### src/rtl/mips_seq_ctrl.sv
// Multi-cycle fetch/decode/exec/writeback sequencer for the Mini-MIPS datapath.
// Owns the instruction register, program counter, retired counter and error status.
module mips_seq_ctrl #(
    parameter int PC_W          = 16,
    parameter int RESET_PC      = 0,
    parameter int FETCH_TIMEOUT = 255
) (
    input  logic            clk,
    input  logic            rst,
    input  logic            start,
    output logic            imem_req,
    output logic [PC_W-1:0] imem_addr,
    input  logic            imem_valid,
    input  logic [31:0]     imem_rdata,
    output logic [31:0]     ir,
    input  logic [31:0]     alu_result,
    input  logic            rt_nz,
    output logic            rb_we,
    output logic [3:0]      rb_wa,
    output logic            rb_wsel,
    output logic [31:0]     wb_data,
    output logic [PC_W-1:0] pc,
    output logic [31:0]     retired,
    output logic            busy,
    output logic            halted,
    output logic [1:0]      err
);

    localparam int              CNT_W   = (FETCH_TIMEOUT < 2) ? 1 : $clog2(FETCH_TIMEOUT + 1);
    localparam logic [CNT_W-1:0] TMO     = CNT_W'(FETCH_TIMEOUT);
    localparam logic [PC_W-1:0]  PC_INIT = PC_W'(RESET_PC);

    typedef enum logic [2:0] {
        S_IDLE, S_FETCH, S_DECODE, S_EXEC, S_WB, S_HALT, S_ERR
    } state_t;

    state_t            state_q, state_d;
    logic [PC_W-1:0]   pc_q, pc_d;
    logic [31:0]       retired_q, retired_d;
    logic [1:0]        err_q, err_d;
    logic [31:0]       ir_q, ir_d;
    logic [3:0]        rb_wa_q, rb_wa_d;
    logic              rb_wsel_q, rb_wsel_d;
    logic              wr_q, wr_d;
    logic              cmov_q, cmov_d;
    logic              rt_nz_q, rt_nz_d;
    logic [31:0]       wb_data_q, wb_data_d;
    logic [CNT_W-1:0]  wait_cnt_q, wait_cnt_d;

    logic [5:0] opcode, funct;
    logic [3:0] f_rs, f_rt, f_rd;
    logic       dec_write, dec_wsel, dec_cmov, dec_halt, dec_illegal;
    logic [3:0] dec_wa;

    assign opcode = ir_q[31:26];
    assign f_rs   = ir_q[25:22];
    assign f_rt   = ir_q[21:18];
    assign f_rd   = ir_q[17:14];
    assign funct  = ir_q[8:3];

    always_comb begin
        dec_write   = 1'b0;
        dec_wa      = 4'd0;
        dec_wsel    = 1'b0;
        dec_cmov    = 1'b0;
        dec_halt    = 1'b0;
        dec_illegal = 1'b0;
        if (opcode == 6'b000000) begin
            if (funct inside {[6'd8:6'd13], [6'd16:6'd20], 6'd25, 6'd26, 6'd27, 6'd40}) begin
                dec_write = 1'b1;
                dec_wa    = f_rd;
            end else if (funct == 6'b110000 || funct == 6'b110001) begin
                // MOV/CMOV write the rt operand back into rs
                dec_write = 1'b1;
                dec_wa    = f_rs;
                dec_wsel  = 1'b1;
                dec_cmov  = funct[0];
            end else begin
                dec_illegal = 1'b1;
            end
        end else if (opcode inside {6'd8, 6'd9, 6'd16, 6'd17, 6'd18, 6'd24, 6'd25, 6'd26, 6'd48}) begin
            dec_write = 1'b1;
            dec_wa    = f_rt;
        end else if (opcode == 6'b111111) begin
            dec_halt = 1'b1;
        end else begin
            dec_illegal = 1'b1;
        end
    end

    always_comb begin
        state_d    = state_q;
        pc_d       = pc_q;
        retired_d  = retired_q;
        err_d      = err_q;
        ir_d       = ir_q;
        rb_wa_d    = rb_wa_q;
        rb_wsel_d  = rb_wsel_q;
        wr_d       = wr_q;
        cmov_d     = cmov_q;
        rt_nz_d    = rt_nz_q;
        wb_data_d  = wb_data_q;
        wait_cnt_d = wait_cnt_q;
        case (state_q)
            S_IDLE, S_HALT, S_ERR: begin
                if (start) begin
                    pc_d       = PC_INIT;
                    retired_d  = 32'd0;
                    err_d      = 2'd0;
                    wait_cnt_d = '0;
                    state_d    = S_FETCH;
                end
            end
            S_FETCH: begin
                // valid on the cycle the counter hits the limit still wins
                if (imem_valid) begin
                    ir_d       = imem_rdata;
                    wait_cnt_d = '0;
                    state_d    = S_DECODE;
                end else if (wait_cnt_q >= TMO) begin
                    err_d      = 2'd2;
                    wait_cnt_d = '0;
                    state_d    = S_ERR;
                end else begin
                    wait_cnt_d = wait_cnt_q + CNT_W'(1);
                end
            end
            S_DECODE: begin
                if (dec_illegal) begin
                    err_d   = 2'd1;
                    state_d = S_ERR;
                end else if (dec_halt) begin
                    retired_d = retired_q + 32'd1;
                    state_d   = S_HALT;
                end else begin
                    rb_wa_d   = dec_wa;
                    rb_wsel_d = dec_wsel;
                    wr_d      = dec_write;
                    cmov_d    = dec_cmov;
                    state_d   = S_EXEC;
                end
            end
            S_EXEC: begin
                wb_data_d = alu_result;
                rt_nz_d   = rt_nz;
                state_d   = S_WB;
            end
            S_WB: begin
                pc_d      = pc_q + PC_W'(1);
                retired_d = retired_q + 32'd1;
                state_d   = S_FETCH;
            end
            default: state_d = S_IDLE;
        endcase
    end

    always_ff @(posedge clk or negedge rst) begin
        if (!rst) begin
            state_q    <= S_IDLE;
            pc_q       <= PC_INIT;
            retired_q  <= 32'd0;
            err_q      <= 2'd0;
            ir_q       <= 32'd0;
            rb_wa_q    <= 4'd0;
            rb_wsel_q  <= 1'b0;
            wr_q       <= 1'b0;
            cmov_q     <= 1'b0;
            rt_nz_q    <= 1'b0;
            wb_data_q  <= 32'd0;
            wait_cnt_q <= '0;
        end else begin
            state_q    <= state_d;
            pc_q       <= pc_d;
            retired_q  <= retired_d;
            err_q      <= err_d;
            ir_q       <= ir_d;
            rb_wa_q    <= rb_wa_d;
            rb_wsel_q  <= rb_wsel_d;
            wr_q       <= wr_d;
            cmov_q     <= cmov_d;
            rt_nz_q    <= rt_nz_d;
            wb_data_q  <= wb_data_d;
            wait_cnt_q <= wait_cnt_d;
        end
    end

    // Strobe decoded from flops so an asynchronous reset kills it at once
    assign rb_we     = (state_q == S_WB) && wr_q && (!cmov_q || rt_nz_q);
    assign imem_req  = (state_q == S_FETCH);
    assign imem_addr = pc_q;
    assign pc        = pc_q;
    assign ir        = ir_q;
    assign rb_wa     = rb_wa_q;
    assign rb_wsel   = rb_wsel_q;
    assign wb_data   = wb_data_q;
    assign retired   = retired_q;
    assign err       = err_q;
    assign busy      = (state_q == S_FETCH) || (state_q == S_DECODE) ||
                       (state_q == S_EXEC)  || (state_q == S_WB);
    assign halted    = (state_q == S_HALT);

endmodule

### config.mk
export PLATFORM = sky130hd
export DESIGN_NAME = mips_seq_ctrl
export DESIGN_NICKNAME = d
export VERILOG_FILES = /design/src/rtl/mips_seq_ctrl.sv
export SDC_FILE = /design/constraint.sdc
export NUM_CORES = 1
export LEC_CHECK = 0
export ABC_CLOCK_PERIOD_IN_PS = 2710
export CAP_MARGIN = 20
export CORE_AREA = 2 2 171 89
export CTS_BUF_LIST = sky130_fd_sc_hd__clkbuf_4 sky130_fd_sc_hd__clkbuf_8 sky130_fd_sc_hd__clkbuf_16
export DETAILED_ROUTE_END_ITERATION = 8
export DIE_AREA = 0 0 173 91
export DONT_BUFFER_PORTS = 1
export PLACE_DENSITY = 0.69
export REMOVE_ABC_BUFFERS = 1
export SLEW_MARGIN = 5
export SYNTH_ARGS = -nofsm -noshare
export SYNTH_HDL_FRONTEND = slang
export SYNTH_SLANG_ARGS = --single-unit
### constraint.sdc
create_clock -name clk -period 2.71 [get_ports clk]
set_clock_uncertainty 0.15 [all_clocks]
set_input_delay 0.542 -clock clk [delete_from_list [all_inputs] [get_ports clk]]
set_output_delay 0.542 -clock clk [all_outputs]
set_load 0.05 [all_outputs]
==> key figures, run 1 <==
Worst setup path
  • Reg-to-Reg End: retired[24]$_DFFE_PN0P_
  • Critical path class: flip-flop to output pin
  • Reg2Reg Depth: 5
  • Crit path from: state_q[0]$_DFFE_PN0P_
  • Setup crit end kind: output pin
  • CP Max Fanout: 14
  • Critical path endpoint: rb_we
  • R2r startpoint: state_q[1]$_DFFE_PN0P_
  • Worst EP required: slightly above 2 ns
  • WP data arrival: 1.92 ns
  • Reg-to-reg slack, setup: 0.23 ns
  • Critical Path Source Type: flip-flop

GRT
  • Largest net degree at the start of global routing: 134
  • GRT Util Overall: between 20% and 30%
  • Initial antenna violation count: 3
  • Grt ovf: 0
  • Vias in the first global route: roughly 4,800
  • Global-route wire length before repair: 26,300 um

STA
  • RSZ-0062 raised after global routing: no
  • Final worst setup slack: roughly 0.10 ns
  • Slew margin rel.: between 40% and 50%
  • Worst slew pin tran: slightly below 0.9 ns
  • WHS: -0.327 ns
  • Fin. max-slew vios: 0
  • Fmax: around 0.38 GHz
  • Final-report hold violation count: 133
  • Crit path time final: about 2.6 ns
  • Final worst path period share: between 90% and 100%
  • Setup violation total in the final timing report: 0

Logic synthesis
  • Largest family of logic cells by synthesized area: simple AND/OR/NAND/NOR gates
  • Register area share after synthesis: approximately 53%
  • Yosys warns: 0
  • Netlist cell types: 55
  • Post-synthesis compound-gate area fraction: 12.8%
  • Adder-Cell Fraction of Synth Area: less than 1%
  • Post-Syn Instances: between 500 and 600
  • Simple-Gate Fraction of Synth Area: between 15 and 20%
  • Xor and xnor area share after synthesis: under 10%
  • FF+latch count, synth: between 100 and 150
  • Primary FF master, synth: dfrtp_1
  • Post-synthesis mux area share: 12.3%
  • Cell area after synthesis: about 0.0063 sq mm
  • Fraction of registers with async set/reset: between 90% and 100%
  • Avg Cell Area, Syn: 10.8 sq um
  • EDFF count, synth: 0

Final layout
  • Most common cell after layout, fill and taps aside: dfrtp_1
  • Layout Nets: between 700 and 800
  • Layout cell share with drive strength beyond 1: roughly 28%
  • Area delta synth->final: 18.0%
  • Fillers: approximately 1,200
  • FF/Latch Area: between 0.003 and 0.004 sq mm
  • Most frequent cells in the layout: dfrtp_1 (133), buf_4 (71), mux2_2 (65)
  • Multi-input gate area: 0.00271 sq mm

Floorplanning
  • Core area: between 0.01 and 0.015 sq mm
  • Die X: 173 um
  • FP Rows: 31
  • I/O pin total: ~210
  • Starting Density: between 40% and 50%
  • Die area: 0.0157 sq mm
  • Chip height: 91 um

Clocking
  • Clk Tree Root Cell: clkbuf_16
  • Worst skew pair latency: ~0.41 ns
  • CTS tree: yes
  • H-tree depth: 4
  • Worst-path clk slew: roughly 0.060 ns
  • CTS Sinks: between 100 and 150
  • TritonCTS buffer count: 17
  • Max Buffers Root-to-Sink: 2

Route
  • Wire length per cell: about 19 um
  • DRT Pass-1 Iters: 5
  • Iter 0 DRT Violations: 305
  • Via Count: slightly below 5,000
  • Via/cell ratio: 5.74
  • DRC: 0
  • Routed WL: 16,300 um
  • DRT antenna net count: 0

Placement
  • DP HPWL: between 10,000 and 15,000 um
  • Setup WS pre-CTS: 0.245 ns
  • I/O Buffers: 0
  • GP Congestion: 0.835

Job
  • Max cap viols: 0

Status
  • Status: finished with violations
  • Violated checks: negative hold slack

Pwr
  • Peak supply drop: about 0.85 mV
  • Pwr per Cell Area: 1360 mW/mm^2
  • P_leak: roughly 0.0032 uW

Worst hold path
  • Hold Crit Class: input port to asynchronous set/reset pin
-- final cells by class --
type | count | area share [%]
Sequential cell | 133 | 44.5
Multi-Input combinational cell | 397 | 36.3
Timing Repair Buffer | 71 | 7.13
Clock buffer | 20 | 6.16
Tap cell | 198 | 3.32
Clock inverter | 11 | 1.67
Inverter | 15 | 0.754
Antenna cell | 3 | 0.100
-- cells in the mapped netlist, drive strengths merged (7+ instances only) --
master / instances / share of area [%]
dfrtp: 133 / 53
mux2: 65 / 12
o21ai: 55 / 4.4
nand2: 45 / 2.7
nor2: 38 / 2.3
buf: 28 / 3.0
nand3: 25 / 2.0
a21oi: 24 / 1.9
inv: 15 / 0.89
clkbuf: 14 / 0.83
o31ai: 12 / 1.4
or3: 11 / 1.1
xor2: 11 / 1.5
and3: 10 / 0.99
o211ai: 10 / 1.3
nand4: 9 / 0.89
nor3: 9 / 0.89
nand2b: 7 / 0.69
-- repair_timing --
item                                   in CTS  in global routing
resized for setup                           0                  0
buffers inserted                            0                  0
endpoints found under the hold margin     133                133
-- sequential cells by signal, indices dropped and copies added (netlist names) --
register	flops
rb_wsel	1
state_q	3
rt_nz_q	1
err	2
ir	32
wb_data	32
wr_q	1
cmov_q	1
wait_cnt_q	8
retired	32
imem_addr	16
rb_wa	4
-- power by group --
group | switching (uW) | internal, uW | total, uW
Combinational | 1910 | 1180 | 3100
Sequential | 2150 | 2590 | 4750
Clock | 883 | 1410 | 2300
Total | 4950 | 5190 | 10100
-- worst min path at each step --
stage                     from                      end  slack [ns]  cells past startpoint
after floorplan            rst       cmov_q$_DFFE_PN0P_         0.1                      0
after global placement     rst  retired[26]$_DFFE_PN0P_        0.10                      0
after detailed placement   rst  retired[26]$_DFFE_PN0P_         0.1                      0
after CTS                  rst  retired[26]$_DFFE_PN0P_       -0.34                      0
after global routing       rst  retired[28]$_DFFE_PN0P_       -0.35                      0
final                      rst  retired[28]$_DFFE_PN0P_       -0.33                      0
-- layer usage --
metal / wire (um) / global-route usage (%) / part of all wire (%)
met1: 7110 / 28.6 / 44
met2: 7370 / 31.8 / 45
met3: 1660 / 8.50 / 10
met4: 155 / 5.65 / 0.95
met5: 0 / 0 / 0
-- logic make-up (layout without fill, tap and decap cells) --
group	after synthesis	after routing
and+or+nand+nor	185	185
DFF	133	133
AOI/OAI and AO/OA	126	126
muxes	70	70
buffers and inverters	57	117
xor gates and xnor gates	13	13
adders and majority gates	3	3
other	0	3
-- critical path, stage by stage (launching register included) --
cell and delay (ns):
dfrtp_1 0.40, buf_4 0.20, or3b_2 0.57, nor2_1 0.14, buf_4 0.21
-- per-stage QoR --
stage	total power [uW]	setup TNS [ns]	utilization (%)	area, sq um	instances
3_5_place_dp	7880	0	48.4	6880	814
4_1_cts	10200	0	52.6	7460	845
3_3_place_gp	7740	0	48.4	6880	814
5_1_grt	10600	0	52.6	7470	847
6_report	10100	0	52.6	7470	848
2_1_floorplan	6870	-12.13	-	6090	545
No activity file was read; power rests on OpenSTA's default activity.
==> run 2: changes to the inputs <==
--- a/config.mk
+++ b/config.mk
@@ -5,14 +5,14 @@
 export SDC_FILE = /design/constraint.sdc
 export NUM_CORES = 1
 export LEC_CHECK = 0
-export ABC_CLOCK_PERIOD_IN_PS = 2710
+export ABC_CLOCK_PERIOD_IN_PS = 2350
 export CAP_MARGIN = 20
 export CORE_AREA = 2 2 171 89
 export CTS_BUF_LIST = sky130_fd_sc_hd__clkbuf_4 sky130_fd_sc_hd__clkbuf_8 sky130_fd_sc_hd__clkbuf_16
 export DETAILED_ROUTE_END_ITERATION = 8
 export DIE_AREA = 0 0 173 91
 export DONT_BUFFER_PORTS = 1
-export PLACE_DENSITY = 0.69
+export PLACE_DENSITY = 0.71
 export REMOVE_ABC_BUFFERS = 1
 export SLEW_MARGIN = 5
 export SYNTH_ARGS = -nofsm -noshare
==> constraint.sdc (replaced) <==
create_clock -name clk -period 2.35 [get_ports clk]
set_clock_uncertainty 0.15 [all_clocks]
set_input_delay 0.47 -clock clk [delete_from_list [all_inputs] [get_ports clk]]
set_output_delay 0.47 -clock clk [all_outputs]
set_load 0.05 [all_outputs]
==> run 2 against run 1 <==
The run still ends with negative hold slack left. Die area unchanged. Register-to-register slack got worse by 0.13 ns. Hold slack got worse by 0.073 ns. Clock power increased by 25%. Core utilization rose by 1.8 points. Sequential power grew 15%. Combinational power up 24%. Sequential share of layout area is 1.5 points lower. Count of clock-buffer cells in the layout decreased by 1. Power grew 20%. Wire length increased by 0.82%. Largest cell class unchanged. Largest power group unchanged.
==> key figures, run 2 (synthesized netlist as in run 1, its figures left out) <==
Status
  • Status: finished with violations (unchanged)
  • Violated checks: negative hold slack (unchanged)

Worst setup path
  • Worst EP required: 1.73 ns (was 2.02 ns)
  • CP Max Fanout: 16 (was 14)
  • Critical path class: flip-flop to output pin (unchanged)
  • R2r startpoint: state_q[1]$_DFFE_PN0P_ (unchanged)
  • Reg-to-reg slack, setup: 0.10 ns (was 0.23 ns)
  • Crit path largest cell delay: 0.43 ns (was 0.57 ns)
  • Reg-to-Reg End: retired[17]$_DFFE_PN0P_ (was retired[24]$_DFFE_PN0P_)
  • CP Cell Sequence: buf_6 > or3b_4 > nor2_4 > buf_6 (was buf_4 > or3b_2 > nor2_1 > buf_4)
  • WP data arrival: 1.68 ns (was 1.92 ns)
  • Critical Path Source Type: flip-flop (unchanged)
  • Delay-heaviest family, CP: simple AND/OR/NAND/NOR gates (unchanged)
  • Setup crit end kind: output pin (unchanged)
  • Slowest CP cell: or3b_4 (was or3b_2)
  • CP dominant cell by count: buf_6 (was buf_4)
  • CP Buf/Inv Count: 2 (unchanged)
  • Total stage count of the critical path: 4 (unchanged)
  • Reg2Reg Depth: 7 (was 5)

Floorplanning
  • Core area: 0.0142 sq mm (unchanged)
  • Starting Density: 44.6% (unchanged)
  • I/O pin total: 208 (unchanged)
  • Die area: 0.0157 sq mm (unchanged)
  • FP Rows: 31 (unchanged)
  • Chip height: 91 um (unchanged)
  • Die X: 173 um (unchanged)

Final layout
  • Most common cell after layout, fill and taps aside: dfrtp_1 (unchanged)
  • Area delta synth->final: 22.0% (was 18.0%)
  • Most frequent cells in the layout: dfrtp_1 (133), buf_4 (73), mux2_2 (65) (was dfrtp_1 (133), buf_4 (71), mux2_2 (65))
  • Fillers: 1,215 (was 1,239)
  • Layout cell share with drive strength beyond 1: 29.4% (was 27.7%)
  • Non-filler cells, final: 860 (was 848)
  • Layout Nets: 719 (was 707)

STA
  • WHS: -0.400 ns (was -0.327 ns)
  • RSZ-0062 raised after global routing: no (unchanged)
  • Fmax: ~0.43 GHz
  • Worst slew pin tran: 0.604 ns (was 0.895 ns)
  • Final-report hold violation count: 133 (unchanged)
  • Setup violation total in the final timing report: 0 (unchanged)
  • Fin. max-slew vios: 0 (unchanged)
  • Slew margin rel.: 59.3% (was 40.3%)
  • Crit path time final: roughly 2.3 ns
  • Final worst path period share: 98.0%

Route
  • Iter 0 DRT Violations: 409 (was 305)
  • Via Count: 4,915 (was 4,866)
  • Wire length per cell: 19.1 um (was 19.2 um)
  • DRT Pass-1 Iters: 5 (unchanged)
  • Routed WL: 16,400 um (was 16,300 um)
  • DRT antenna net count: 0 (unchanged)
  • DRC: 0 (unchanged)
  • Via/cell ratio: 5.72 (was 5.74)

Pwr
  • Net load switching power: 5840 uW (was 4950 uW)
  • P_leak: 0.00336 uW (was 0.00325 uW)
  • Combinational power share: 31.6% (was 30.6%)
  • Clk pwr share: 23.7% (was 22.6%)
  • Pwr per Cell Area: 1580 mW/mm^2 (was 1360 mW/mm^2)
  • Sequential Power Share: 44.7% (was 46.8%)
  • Total power: 12,200 uW (was 10,100 uW)
  • Sw Ratio: 48.0% (was 48.8%)
  • Peak supply drop: 1.03 mV (was 0.851 mV)
  • Cell-internal power: 6330 uW (was 5190 uW)

Clocking
  • CTS tree: yes (unchanged)
  • TritonCTS buffer count: 17 (unchanged)
  • CTS Sinks: 133 (unchanged)
  • Worst skew pair latency: 0.41 ns (about the same)
  • H-tree depth: 4 (unchanged)
  • Max Buffers Root-to-Sink: 2 (unchanged)
  • Worst-path clk slew: 0.06 ns (about the same)
  • Clk Tree Root Cell: clkbuf_16 (unchanged)

Placement
  • I/O Buffers: 0 (unchanged)
  • DP HPWL: 11,800 um (about the same)
  • GP Congestion: 0.885 (was 0.835)
  • Dpl cells: 820 (was 814)

Job
  • Max cap viols: 0 (unchanged)

GRT
  • Initial antenna violation count: 3 (unchanged)
  • Grt ovf: 0 (unchanged)
  • Largest net degree at the start of global routing: 134 (unchanged)
  • Vias in the first global route: 4,963 (was 4,841)
  • Global-route wire length before repair: 26,000 um (was 26,300 um)
  • GRT Util Overall: 20.9% (was 21.2%)

Worst hold path
  • Hold Crit Class: input port to asynchronous set/reset pin (unchanged)
-- run 2: changes by cell type in the layout (fill, tap and decap cells not counted), moves of 2 or more --
cell | before | now
buf_6 | 0 | 5
buf_12 | 0 | 4
clkinv_2 | 3 | 0
buf_4 | 71 | 73
bufinv_16 | 2 | 4
clkbuf_8 | 2 | 0
-- run 2: worst max path at each step --
| stage | from | end | slack [ns] |
|---|---|---|---|
| 3_3_place_gp | state_q[1]$_DFFE_PN0P_ | retired[28]$_DFFE_PN0P_ | 0.08 |
| 5_1_grt | state_q[2]$_DFFE_PN0P_ | rb_we | 0.002 |
| 4_1_cts | state_q[1]$_DFFE_PN0P_ | rb_we | 0.01 |
| 6_report | state_q[0]$_DFFE_PN0P_ | rb_we | 0.05 |
| 2_1_floorplan | state_q[0]$_DFFE_PN0P_ | ir[0]$_DFFE_PN0P_ | -0.76 |
| 3_5_place_dp | state_q[1]$_DFFE_PN0P_ | retired[26]$_DFFE_PN0P_ | 0.0006 |
-- run 2: layout make-up --
type	count	area, sq um	area share [%]
clock inverter	13	198	2.56
timing repair buffer	83	709	9.18
inverter	15	56.3	0.729
antenna	2	5.00	0.0648
clock buffer	19	440	5.70
tap	198	248	3.21
multi-input combinational	397	2740	35.5
sequential	133	3330	43.1
-- run 2: timing repair --
action | in CTS | in global routing
gates cloned | 0 | 1
buffers inserted | 2 | 3
endpoints found under the setup margin | 4 | 22
resized for setup | 6 | 6
pin swaps | 1 | 3
endpoints found under the hold margin | 133 | 133
-- run 2: worst reg2reg max path, stage by stage, from the launching register on --
cell       delay (ns)
dfrtp_1          0.41
buf_4            0.16
or2_4            0.28
o221ai_4         0.25
o2111ai_4        0.17
buf_12           0.19
or4_1            0.48
nand3_1          0.10
-- run 2: power by group through the flow --
stage / combinational, uW / clock (uW) / sequential [uW]
after global placement: 3580 / 0 / 5450
after CTS: 3810 / 2940 / 5450
after global routing: 4100 / 3050 / 5540
after floorplan: 1840 / 0 / 6090
final: 3840 / 2880 / 5450
after detailed placement: 3720 / 0 / 5490
-- run 2: routing by layer --
layer	wire length, um	track usage (%)
met2	7670	33.5
met3	1610	8.38
met5	0	0
met1	6930	26.4
met4	211	5.93
-- run 2: through the flow --
step | setup TNS [ns] | util, % | instance area [sq um] | setup slack (ns)
final | 0 | 54.4 | 7730 | 0.0471
after CTS | 0 | 53.8 | 7640 | 0.0100
after detailed placement | 0 | 49.0 | 6960 | 0.000561
after floorplan | -27.46 | - | 6090 | -0.763
after global placement | 0 | 49.0 | 6960 | 0.0814
after global routing | 0 | 54.4 | 7720 | 0.00188
==> run 3: changes to the inputs <==
--- a/config.mk
+++ b/config.mk
@@ -7,12 +7,14 @@
 export LEC_CHECK = 0
 export ABC_CLOCK_PERIOD_IN_PS = 2350
 export CAP_MARGIN = 20
-export CORE_AREA = 2 2 171 89
+export CELL_PAD_IN_SITES_DETAIL_PLACEMENT = 1
+export CELL_PAD_IN_SITES_GLOBAL_PLACEMENT = 2
+export CORE_AREA = 2 2 194 101
 export CTS_BUF_LIST = sky130_fd_sc_hd__clkbuf_4 sky130_fd_sc_hd__clkbuf_8 sky130_fd_sc_hd__clkbuf_16
 export DETAILED_ROUTE_END_ITERATION = 8
-export DIE_AREA = 0 0 173 91
+export DIE_AREA = 0 0 196 103
 export DONT_BUFFER_PORTS = 1
-export PLACE_DENSITY = 0.71
+export PLACE_DENSITY = 0.84
 export REMOVE_ABC_BUFFERS = 1
 export SLEW_MARGIN = 5
 export SYNTH_ARGS = -nofsm -noshare
==> run 3 against run 2 <==
The flow finishes with violations (negative hold slack, negative setup slack). Sequential power is 0.7% higher. Critical path depth up 3. Count of clock-buffer cells in the layout rose by 1. Die area grew 28%. Design area up 2.6%. Core utilization fell by 12 points. Global-route usage shrank 1.9 points. Power grew 2.4%. Clock power rose by 4%. Sequential share of layout area decreased by 1.1 points. First-iteration DRC count is 57% lower. Worst setup slack worse by 0.065 ns. Critical endpoint is now retired[16]$_DFFE_PN0P_.
==> key figures, run 3 (synthesized netlist as in run 1, its figures left out) <==
STA
  • Fmax: 0.422 GHz (was 0.434 GHz)
  • Crit path time final: 2.37 ns (was 2.30 ns)
  • Setup violation total in the final timing report: 2 (was 0)
  • Final worst setup slack: -0.0175 ns (was 0.0471 ns)
  • RSZ-0062 raised after global routing: yes (was no)
  • WHS: -0.413 ns (was -0.400 ns)
  • Slew margin rel.: 52.4% (was 59.3%)
  • Final-report hold violation count: 133 (unchanged)
  • Final worst path period share: 101% (was 98.0%)
  • Worst slew pin tran: 0.695 ns (was 0.604 ns)
  • Fin. max-slew vios: 0 (unchanged)

Worst setup path
  • Slowest CP cell: or3b_4 (unchanged)
  • Delay-heaviest family, CP: simple AND/OR/NAND/NOR gates (unchanged)
  • CP Buf/Inv Count: 2 (unchanged)
  • Crit path largest cell delay: 0.43 ns (about the same)
  • Setup crit end kind: flip-flop (was output pin)
  • CP Max Fanout: 15 (was 16)
  • Reg-to-Reg End: retired[16]$_DFFE_PN0P_ (was retired[17]$_DFFE_PN0P_)
  • CP Cell Sequence: or3b_4 > nor3_4 > buf_4 > o211ai_4 > buf_4 > or3_1 > a21oi_1 (was buf_6 > or3b_4 > nor2_4 > buf_6)
  • Critical path class: flip-flop to flip-flop (was flip-flop to output pin)
  • Worst EP required: 2.55 ns (was 1.73 ns)
  • CP dominant cell by count: buf_4 (was buf_6)
  • WP data arrival: 2.56 ns (was 1.68 ns)
  • Critical Path Source Type: flip-flop (unchanged)
  • R2r startpoint: state_q[1]$_DFFE_PN0P_ (unchanged)
  • Reg-to-reg slack, setup: -0.02 ns (was 0.10 ns)
  • Reg2Reg Depth: 7 (unchanged)

Final layout
  • FF/Latch Area: 0.00333 sq mm (unchanged)
  • Multi-input gate area: 0.00277 sq mm (was 0.00274 sq mm)
  • Final cell area excluding filler cells: 0.00793 sq mm (was 0.00773 sq mm)
  • Fillers: 2,047 (was 1,215)
  • Non-filler cells, final: 925 (was 860)
  • Final core utilization: 42.3% (was 54.4%)
  • Most frequent cells in the layout: dfrtp_1 (133), buf_4 (88), mux2_2 (65) (was dfrtp_1 (133), buf_4 (73), mux2_2 (65))
  • Layout cell share with drive strength beyond 1: 31.5% (was 29.4%)
  • Layout Nets: 736 (was 719)
  • Most common cell after layout, fill and taps aside: dfrtp_1 (unchanged)
  • Area delta synth->final: 25.2% (was 22.0%)

Placement
  • Setup WS pre-CTS: -0.0906 ns (was 0.000561 ns)
  • DP Area: 0.00702 sq mm (was 0.00696 sq mm)
  • I/O Buffers: 0 (unchanged)
  • GP Congestion: 0.797 (was 0.885)
  • Dpl cells: 870 (was 820)
  • DP HPWL: 13,300 um (was 11,800 um)

Route
  • Routed WL: 19,300 um (was 16,400 um)
  • Via Count: 4,986 (was 4,915)
  • DRC: 0 (unchanged)
  • DRT antenna net count: 0 (unchanged)
  • DRT Pass-1 Iters: 4 (was 5)
  • Via/cell ratio: 5.39 (was 5.72)
  • Wire length per cell: 20.9 um (was 19.1 um)
  • Iter 0 DRT Violations: 177 (was 409)

Clocking
  • Max Buffers Root-to-Sink: 2 (unchanged)
  • TritonCTS buffer count: 17 (unchanged)
  • CTS Sinks: 133 (unchanged)
  • Clk Tree Root Cell: clkbuf_16 (unchanged)
  • H-tree depth: 4 (unchanged)
  • CTS tree: yes (unchanged)
  • Worst-path clk slew: 0.06 ns (about the same)
  • Worst skew pair latency: 0.43 ns (was 0.41 ns)
  • Hold buffers post-CTS: 2

GRT
  • Global-route wire length before repair: 29,100 um (was 26,000 um)
  • Vias in the first global route: 5,289 (was 4,963)
  • GRT Util Overall: 19.1% (was 20.9%)
  • Largest net degree at the start of global routing: 134 (unchanged)
  • Grt ovf: 0 (unchanged)
  • Top Usage Layer GRT: met2 (unchanged)
  • Initial antenna violation count: 2 (was 3)
  • GR Util met3: 7.88% (was 8.38%)
  • Grt met1 use: 23.5% (was 26.4%)
  • Routing usage on met2: 30.3% (was 33.5%)

Pwr
  • Cell-internal power: 6530 uW (was 6330 uW)
  • Pwr per Cell Area: 1570 mW/mm^2 (was 1580 mW/mm^2)
  • Peak supply drop: 0.932 mV (was 1.03 mV)
  • Net load switching power: 5930 uW (was 5840 uW)
  • Sw Ratio: 47.6% (was 48.0%)
  • Sequential Power Share: 44.1% (was 44.7%)
  • P_leak: 0.00343 uW (was 0.00336 uW)
  • Combinational power share: 32.0% (was 31.6%)
  • Clk pwr share: 24.0% (was 23.7%)

Job
  • Max cap viols: 0 (unchanged)

Floorplanning
  • FP Rows: 36 (was 31)
  • Die X: 196 um (was 173 um)
  • Core area: 0.0187 sq mm (was 0.0142 sq mm)
  • I/O pin total: 208 (unchanged)
  • Starting Density: 33.8% (was 44.6%)
  • Die area: 0.0202 sq mm (was 0.0157 sq mm)
  • Chip height: 103 um (was 91 um)

Worst hold path
  • Hold Crit Class: input port to asynchronous set/reset pin (unchanged)

Status
  • Violated checks: negative hold slack, negative setup slack (was negative hold slack)
  • Status: finished with violations (unchanged)
[run 3: cell types whose count changed in the layout (fill, tap and decap cells not counted), sizes merged]
cell / change
buf: +15
inv: -4
clkinv: +2
dlygate4sd3: +2
bufinv: +1
clkinvlp: -1
o2111ai: +1
[run 3: timing repair]
action / in CTS / in global routing
hold endpoints to repair: 135 / 133
resized for setup: 9 / 14
pin swaps: 4 / 4
setup endpoints to repair: 6 / 24
setup buffers: 6 / 13
cloned: 0 / 1
[run 3: how the worst max path moves through the flow]
stage | start | endpoint | slack (ns) | depth (start not counted)
floorplan | state_q[0]$_DFFE_PN0P_ | ir[0]$_DFFE_PN0P_ | -0.76 | 3
global placement | state_q[0]$_DFFE_PN0P_ | retired[28]$_DFFE_PN0P_ | 0.04 | 5
detailed placement | state_q[1]$_DFFE_PN0P_ | retired[28]$_DFFE_PN0P_ | -0.09 | 5
CTS | state_q[0]$_DFFE_PN0P_ | rb_we | -0.02 | 4
global route | state_q[1]$_DFFE_PN0P_ | retired[20]$_DFFE_PN0P_ | -0.10 | 7
finish | state_q[1]$_DFFE_PN0P_ | retired[16]$_DFFE_PN0P_ | -0.02 | 7
[run 3: per-layer routing]
metal	part of all wire, %	vias to the layer above	wire length (um)
met5	0.067	-	13
met1	44	2519	8490
li1	-	2269	-
met4	1.4	2	280
met2	46	171	8940
met3	8.4	25	1620
[run 3: worst register-to-register path, stage by stage, from the launching register on]
cell	delay, ns
dfrtp_1	0.42
or3b_4	0.43
nor3_4	0.26
buf_4	0.19
o211ai_4	0.17
buf_4	0.21
or3_1	0.30
a21oi_1	0.15
[run 3: per-stage QoR]
stage / power [uW] / setup TNS, ns
floorplan: 7920 / -27.46
global placement: 9080 / 0
detailed placement: 9310 / -0.279
CTS: 12500 / -0.0370
global route: 13100 / -0.703
finish: 12500 / -0.0307
[run 3: final cells by class]
cell class / instances / share of cell area, %
diodes: 2 / 0.0631
clock buffers: 20 / 5.81
clock inverters: 11 / 2.52
inverters: 15 / 0.710
multi-input cells: 398 / 34.9
flip-flops and latches: 133 / 42.0
well taps: 247 / 3.90
repair buffers: 99 / 10.1
[run 3: power groups by stage]
| stage | registers (uW) | logic [uW] | clock network, uW |
|---|---|---|---|
| final | 5490 | 3980 | 2990 |
| after global routing | 5600 | 4290 | 3180 |
| after floorplan | 6090 | 1840 | 0 |
| after detailed placement | 5520 | 3790 | 0 |
| after CTS | 5490 | 3890 | 3060 |
| after global placement | 5460 | 3620 | 0 |
